[src/rtl/tow_pkg.sv]
// Shared types and constants for the tug-of-war round controller.
// Holds the FSM state set, latch-result record and LFSR seed/taps.
package tow_pkg;

   typedef logic [2:0] state_t;

   localparam state_t S_IDLE    = 3'd0;
   localparam state_t S_RELEASE = 3'd1;
   localparam state_t S_WAIT    = 3'd2;
   localparam state_t S_GO      = 3'd3;
   localparam state_t S_SCORE   = 3'd4;
   localparam state_t S_HOLD    = 3'd5;
   localparam state_t S_WIN     = 3'd6;

   // Fibonacci taps 16,14,13,11 expressed as bit positions 15,13,12,10
   localparam logic [15:0] LFSR_SEED = 16'hACE1;
   localparam logic [15:0] LFSR_TAPS = 16'hB400;

   localparam int CNT_W = 8;

   typedef struct packed {
      logic push;
      logic tie;
      logic right;
   } lat_t;

endpackage

[src/rtl/tow_lfsr16.sv]
// 16-bit Fibonacci LFSR; advances one step per enabled cycle, never all-zero.
// Latency: q is the register itself; no backpressure.
module tow_lfsr16
   import tow_pkg::*;
(
   input  logic        clk,
   input  logic        rst,
   input  logic        enable,
   output logic [15:0] q
);

   logic [15:0] q_q, q_d;

   always_comb begin
      q_d = q_q;
      if (enable) begin
         q_d = {q_q[14:0], ^(q_q & LFSR_TAPS)};
      end
   end

   always_ff @(posedge clk or negedge rst) begin
      if (!rst) begin
         q_q <= LFSR_SEED;
      end else begin
         q_q <= q_d;
      end
   end

   assign q = q_q;

endmodule

[src/rtl/tow_round_ctrl.sv]
// Tug-of-war round sequencer: random hold-off, GO cue, scoring, rope position and win detect.
// All outputs registered; latch results are sampled one cycle late; no backpressure.
module tow_round_ctrl
   import tow_pkg::*;
#(
   parameter int DLY_MIN     = 16,
   parameter int DLY_W       = 4,
   parameter int GO_TIMEOUT  = 64,
   parameter int RESULT_HOLD = 8,
   parameter int POS_W       = 4,
   parameter int WIN_POS     = 4
) (
   input  logic             clk,
   input  logic             rst,
   input  logic             start,
   input  logic             pbl,
   input  logic             pbr,
   input  logic             push,
   input  logic             tie,
   input  logic             right,
   output logic             clear,
   output logic             go,
   output logic [POS_W-1:0] pos,
   output logic             round_done,
   output logic             false_start,
   output logic             winner_valid,
   output logic             winner_right
);

   localparam logic signed [POS_W:0] WIN_P = (POS_W+1)'(WIN_POS);
   localparam logic signed [POS_W:0] WIN_N = -WIN_P;

   state_t                  state_q, state_d;
   logic [CNT_W-1:0]        cnt_q, cnt_d;
   logic signed [POS_W-1:0] pos_q, pos_d;
   lat_t                    lat_q, lat_d;
   logic                    clear_q, clear_d;
   logic                    go_q, go_d;
   logic                    round_done_q, round_done_d;
   logic                    false_start_q, false_start_d;
   logic                    winner_valid_q, winner_valid_d;
   logic                    winner_right_q, winner_right_d;

   logic [15:0]             lfsr;
   logic                    lfsr_unused;
   logic                    fs_hit;
   logic                    void_hit;
   logic signed [POS_W:0]   pos_ext, step, sum_norm, sum_fs;
   logic signed [POS_W-1:0] pos_norm, pos_fs;

   tow_lfsr16 u_lfsr (
      .clk    (clk),
      .rst    (rst),
      .enable (1'b1),
      .q      (lfsr)
   );

   assign lfsr_unused = ^lfsr[15:DLY_W];

   function automatic logic signed [POS_W-1:0] sat(input logic signed [POS_W:0] v);
      if (v > WIN_P) begin
         sat = WIN_P[POS_W-1:0];
      end else if (v < WIN_N) begin
         sat = WIN_N[POS_W-1:0];
      end else begin
         sat = v[POS_W-1:0];
      end
   endfunction

   // A false start moves the rope against the presser, hence the negated step.
   always_comb begin
      lat_d    = '{push: push, tie: tie, right: right};
      pos_ext  = {pos_q[POS_W-1], pos_q};
      step     = lat_q.right ? (POS_W+1)'(1) : (lat_q.tie ? '0 : '1);
      sum_norm = pos_ext + step;
      sum_fs   = pos_ext - step;
      pos_norm = sat(sum_norm);
      pos_fs   = sat(sum_fs);
   end

   always_comb begin
      state_d  = state_q;
      cnt_d    = cnt_q;
      pos_d    = pos_q;
      fs_hit   = 1'b0;
      void_hit = 1'b0;
      unique case (state_q)
         S_IDLE, S_WIN: begin
            if (start) begin
               state_d = S_RELEASE;
               pos_d   = '0;
            end
         end
         S_RELEASE: begin
            if (!pbl && !pbr) begin
               state_d = S_WAIT;
               cnt_d   = CNT_W'(DLY_MIN) + CNT_W'(lfsr[DLY_W-1:0]);
            end
         end
         S_WAIT: begin
            if (lat_q.push) begin
               state_d = S_SCORE;
               pos_d   = pos_fs;
               fs_hit  = 1'b1;
            end else if (cnt_q == '0) begin
               state_d = S_GO;
               cnt_d   = CNT_W'(GO_TIMEOUT);
            end else begin
               cnt_d = cnt_q - CNT_W'(1);
            end
         end
         S_GO: begin
            if (lat_q.push) begin
               state_d = S_SCORE;
               pos_d   = pos_norm;
            end else if (cnt_q == '0) begin
               state_d  = S_HOLD;
               cnt_d    = CNT_W'(RESULT_HOLD);
               void_hit = 1'b1;
            end else begin
               cnt_d = cnt_q - CNT_W'(1);
            end
         end
         S_SCORE: begin
            if ((pos_q == WIN_P[POS_W-1:0]) || (pos_q == WIN_N[POS_W-1:0])) begin
               state_d = S_WIN;
            end else begin
               state_d = S_HOLD;
               cnt_d   = CNT_W'(RESULT_HOLD);
            end
         end
         S_HOLD: begin
            if (cnt_q == '0) begin
               state_d = S_RELEASE;
            end else begin
               cnt_d = cnt_q - CNT_W'(1);
            end
         end
         default: begin
            state_d = S_IDLE;
         end
      endcase
   end

   // Outputs are registered from the next state so they line up with the state they describe.
   always_comb begin
      clear_d        = !((state_d == S_WAIT) || (state_d == S_GO));
      go_d           = (state_d == S_GO);
      round_done_d   = (state_d == S_SCORE) || void_hit;
      false_start_d  = fs_hit;
      winner_valid_d = (state_d == S_WIN);
      winner_right_d = (state_d == S_WIN) && !pos_d[POS_W-1] && (pos_d != '0);
   end

   always_ff @(posedge clk or negedge rst) begin
      if (!rst) begin
         state_q        <= S_IDLE;
         cnt_q          <= '0;
         pos_q          <= '0;
         lat_q          <= '0;
         clear_q        <= 1'b1;
         go_q           <= 1'b0;
         round_done_q   <= 1'b0;
         false_start_q  <= 1'b0;
         winner_valid_q <= 1'b0;
         winner_right_q <= 1'b0;
      end else begin
         state_q        <= state_d;
         cnt_q          <= cnt_d;
         pos_q          <= pos_d;
         lat_q          <= lat_d;
         clear_q        <= clear_d;
         go_q           <= go_d;
         round_done_q   <= round_done_d;
         false_start_q  <= false_start_d;
         winner_valid_q <= winner_valid_d;
         winner_right_q <= winner_right_d;
      end
   end

   assign clear        = clear_q;
   assign go           = go_q;
   assign pos          = pos_q;
   assign round_done   = round_done_q;
   assign false_start  = false_start_q;
   assign winner_valid = winner_valid_q;
   assign winner_right = winner_right_q;

endmodule
[config.mk]
export PLATFORM = sky130hd
export DESIGN_NAME = tow_round_ctrl
export DESIGN_NICKNAME = d
export VERILOG_FILES = /design/src/rtl/tow_pkg.sv /design/src/rtl/tow_lfsr16.sv /design/src/rtl/tow_round_ctrl.sv
export SDC_FILE = /design/constraint.sdc
export NUM_CORES = 1
export LEC_CHECK = 0
export BUFFER_PORTS_ARGS = -buffer_cell sky130_fd_sc_hd__buf_2
export CORE_UTILIZATION = 60
export CTS_BUF_LIST = sky130_fd_sc_hd__clkbuf_8
export DETAILED_ROUTE_END_ITERATION = 10
export MAX_ROUTING_LAYER = met4
export PLACE_DENSITY = 0.79
export RECOVER_POWER = 25
export REMOVE_ABC_BUFFERS = 1
export SETUP_SLACK_MARGIN = 0.2
export SKIP_LAST_GASP = 1
export SLEW_MARGIN = 20
export SYNTH_ARGS = -nofsm -noshare
export SYNTH_HDL_FRONTEND = slang
export SYNTH_HIERARCHICAL = 1
export SYNTH_SLANG_ARGS = --single-unit
[constraint.sdc]
create_clock -name clk -period 3.2 [get_ports clk]
set_clock_uncertainty 0.05 [all_clocks]
set_input_delay 0.48 -clock clk [delete_from_list [all_inputs] [get_ports clk]]
set_output_delay 0.48 -clock clk [all_outputs]
set_load 0.05 [all_outputs]
==> results.json <==
{
  "rows": 23,
  "syn_to_final_growth_pct": 7.516,
  "p_total_mw": 2.458,
  "timing.rr.end": "winner_right$_DFF_PN0_",
  "antenna_found_initial": 0,
  "fin_area_sq_mm": 0.002703,
  "crit_family": "compound AO/OA/AOI/OAI gates",
  "synth_area_per_cell_sq_um": 10.18,
  "p_per_area_mw_per_mm2": 909.4,
  "required_ns": 3.34,
  "p_int_mw": 1.439,
  "die-width_um": 66.73,
  "grt_max_degree": 41,
  "ys_ff_latch": 40,
  "fin_nets": 283,
  "seq_area_frac_synth_pct": 40.27,
  "crit_chain": "or2_4 -> ha_2 -> or3_1 -> o21ai_2 -> nor2_1 -> mux2_4 -> a41oi_2 -> o41ai_1 -> o311a_1",
  "htreeDepth": 2,
  "pin_count": 18,
  "ys_warn_count": 6,
  "grt_pass1_vias": 1659,
  "cts_sinks": 40,
  "place_area_sq_mm": 0.002582,
  "cts_made_buffers": 5,
  "start_util_pct": 62.84,
  "worst_setup_path_start_kind": "register",
  "critical_path_class": "register to register",
  "viasPerCell": 6.042,
  "ys_types": 62,
  "clk_latency_ns": 0.30,
  "ff2ff_path_depth": 9,
  "final-max-slew-violation-count": 41,
  "routed-via-count": 1891,
  "whs_ns": 0.2323,
  "drc": 0,
  "cts_hold_buf": 0,
  "p_seq_share_pct": 38.1,
  "core-area_sq_mm": 0.004000,
  "r2r-start": "lat_q[1]$_DFF_PN0_",
  "clockPowerShare_pct": 16.9,
  "track_usage_pct": 25.88,
  "power_leakage_nw": 1.202,
  "startpoint": "lat_q[1]$_DFF_PN0_",
  "grt_pass1_wl_um": 8190,
  "relSlewSlack_pct": -33.43,
  "gp_congestion": 0.8635,
  "setup_tns_ns": 0,
  "pwr-share-comb_pct": 45.0,
  "cts_root_buf": "clkbuf_8",
  "clkTransAtPathRegs_ns": 0.08,
  "ff2ff_setup_slack_ns": 0.42,
  "cp_slowest_cell": "or3_1",
  "critical_path_arrival_ns": 2.91,
  "drtAntennaViolNets": 0,
  "grt.overflow.total": 0,
  "wire_per_inst_um": 15.57,
  "final_hold_viol_count": 0,
  "cp_max_fo": 6,
  "diodes": 0,
  "port_buffers": 17,
  "synth_flop_cell": "dfrtp_1",
  "end_kind": "register",
  "min_period_over_period_pct": 86.77,
  "synth_enable_flop_cells": 0,
  "cts_tree": "built",
  "syn_area_sq_mm": 0.002514,
  "p_sw_mw": 1.019,
  "ir_worst_vdd_mv": 0.6680,
  "path_buf_inv": 0,
  "die_h_um": 66.73,
  "fillers": 320,
  "wl_um": 4872,
  "post-route-min-period_ns": 2.777,
  "dp_hpwl_um": 3477,
  "endpoint": "winner_right$_DFF_PN0_",
  "dr.pass1.iters": 4,
  "layout-drive-gt1-share_pct": 20.53,
  "swShare_pct": 41.47,
  "final_cells": 313,
  "max_freq_ghz": 0.3601,
  "worst_pin_slew_ns": 2.001,
  "hp-class": "input pin to register",
  "rsz0062_at_grt": "false",
  "setup_violations": 0,
  "drt_iter0_markers": 241,
  "status": "complete, but fails checks",
  "violations": "max-capacitance violations, max-slew violations",
  "cp.depth": 9,
  "drv_cap": 1,
  "dieArea_sq_mm": 0.004452,
  "synthCells": 247,
  "dpl.cell_count": 305,
  "slowest_delay_ns": 0.41,
  "async_flop_share_pct": 100.0,
  "clockBufferDepth": 2
}
[registers in the layout, summed over array words and instances (netlist names)]
register,cells
clear,1
cnt_q,8
false_start,1
go,1
lat_q,3
pos,4
round_done,1
state_q,3
u_lfsr/q,16
winner_right,1
winner_valid,1
[per-stage QoR]
| stage | setup slack (ns) | util, % |
|---|---|---|
| global route | 0.2430 | 67.56 |
| floorplan | 0.4244 | - |
| finish | 0.4233 | 67.56 |
| detailed placement | 0.3019 | 64.56 |
| global placement | 0.3608 | 64.56 |
| CTS | 0.2828 | 67.47 |
[worst register-to-register path, cell delays in order (launching register included)]
cell	delay, ns
dfrtp_1	0.38
or2_4	0.30
ha_2	0.33
or3_1	0.41
o21ai_2	0.16
nor2_1	0.08
mux2_4	0.27
a41oi_2	0.19
o41ai_1	0.11
o311a_1	0.38
[power by group through the flow]
stage | Combinational, mW | Sequential, mW | Clock, mW
floorplan | 0.825 | 0.975 | 0
global placement | 1.09 | 0.947 | 0
detailed placement | 1.10 | 0.953 | 0
CTS | 1.12 | 0.949 | 0.429
global route | 1.24 | 0.969 | 0.447
finish | 1.11 | 0.936 | 0.415
[worst min path at each step]
| stage | start | endpoint | slack (ns) | cells after the start |
|---|---|---|---|---|
| after floorplan | rst | cnt_q[0]$_DFFE_PN0P_ | 0.13 | 0 |
| after global placement | u_lfsr/q[9]$_DFFE_PN0P_ | u_lfsr/q[10]$_DFFE_PN1P_ | 0.44 | 1 |
| after detailed placement | u_lfsr/q[4]$_DFFE_PN0P_ | u_lfsr/q[5]$_DFFE_PN1P_ | 0.45 | 1 |
| after CTS | right | lat_q[0]$_DFF_PN0_ | 0.22 | 1 |
| after global routing | right | lat_q[0]$_DFF_PN0_ | 0.21 | 1 |
| final | right | lat_q[0]$_DFF_PN0_ | 0.23 | 1 |
[synthesized netlist by cell type, types with 2 or more instances]
master    number  area, sq um
dfrtp_1       31        775.7
nor2_1        19        71.32
nand2_1       17        63.81
inv_1         14        52.55
ha_1          11        137.6
o21ai_0       10        50.05
dfstp_2        9        236.5
mux2_4         9        135.1
nor3_1         9        45.04
a21oi_1        8        40.04
mux2_2         8        90.09
nand3_1        8        40.04
xnor2_1        8        70.07
nor2b_1        5        31.28
a31oi_1        4        25.02
and2_1         4        25.02
nand2b_1       4        25.02
o21ai_1        4        20.02
mux2_1         3        33.78
nor3b_1        3        22.52
o31ai_1        3        22.52
or2_2          3        18.77
or3_1          3        18.77
a22o_1         2        17.52
a22oi_1        2        15.01
a32oi_1        2        17.52
buf_2          2        10.01
buf_4          2        15.01
buf_6          2        22.52
fa_1           2        40.04
mux2i_1        2        20.02
nor4b_1        2        17.52
o22ai_1        2        12.51
o41ai_1        2        17.52
[routing by layer]
metal | global-route usage [%] | share of wire (%) | up-vias
li1 | - | - | 917
met1 | 37.76 | 49 | 908
met2 | 35.23 | 44 | 57
met3 | 4.795 | 4.7 | 9
met4 | 10.37 | 1.9 | 0
met5 | - | 0 | -
[logic make-up (layout without fill, tap and decap cells)]
kind of cell / count (synthesis) / after routing / share of synthesized area, %
AND/OR/NAND/NOR: 86 / 86 / 18.27
AO/OA/AOI/OAI: 52 / 52 / 14.54
flip-flops: 40 / 40 / 40.27
buffers and inverters: 24 / 40 / 5.475
multiplexers: 22 / 22 / 11.10
adder cells (fa/ha/maj): 13 / 13 / 7.068
XOR/XNOR: 9 / 9 / 3.136
other: 1 / 1 / 0.1492
[repair_timing]
| action | 4_1_cts | 5_1_grt |
|---|---|---|
| gates resized for setup | 0 | 6 |
| buffers inserted | 0 | 0 |
| setup endpoints to repair | 0 | 1 |
| hold endpoints to repair | 0 | 0 |
[final cells by class]
class	instances	area (sq um)	area share [%]
flip-flops and latches	40	1012	37.45
inverters	15	58.81	2.176
repair buffers	17	83.83	3.102
clock buffers	5	68.82	2.546
clock inverters	3	47.55	1.759
well taps	50	62.56	2.315
multi-input cells	183	1369	50.65
[placed cells by master, fill, tap and decap left out, types with 5 or more instances in the layout]
cell	n
a21oi_1	8
buf_2	16
clkbuf_8	5
dfrtp_1	31
dfstp_1	5
ha_1	9
inv_1	14
mux2_1	8
mux2_2	8
nand2_1	17
nand3_1	8
nor2_1	19
nor2b_1	5
nor3_1	9
o21ai_0	9
o21ai_1	5
xnor2_1	8
(Power assumes the default switching activity.)
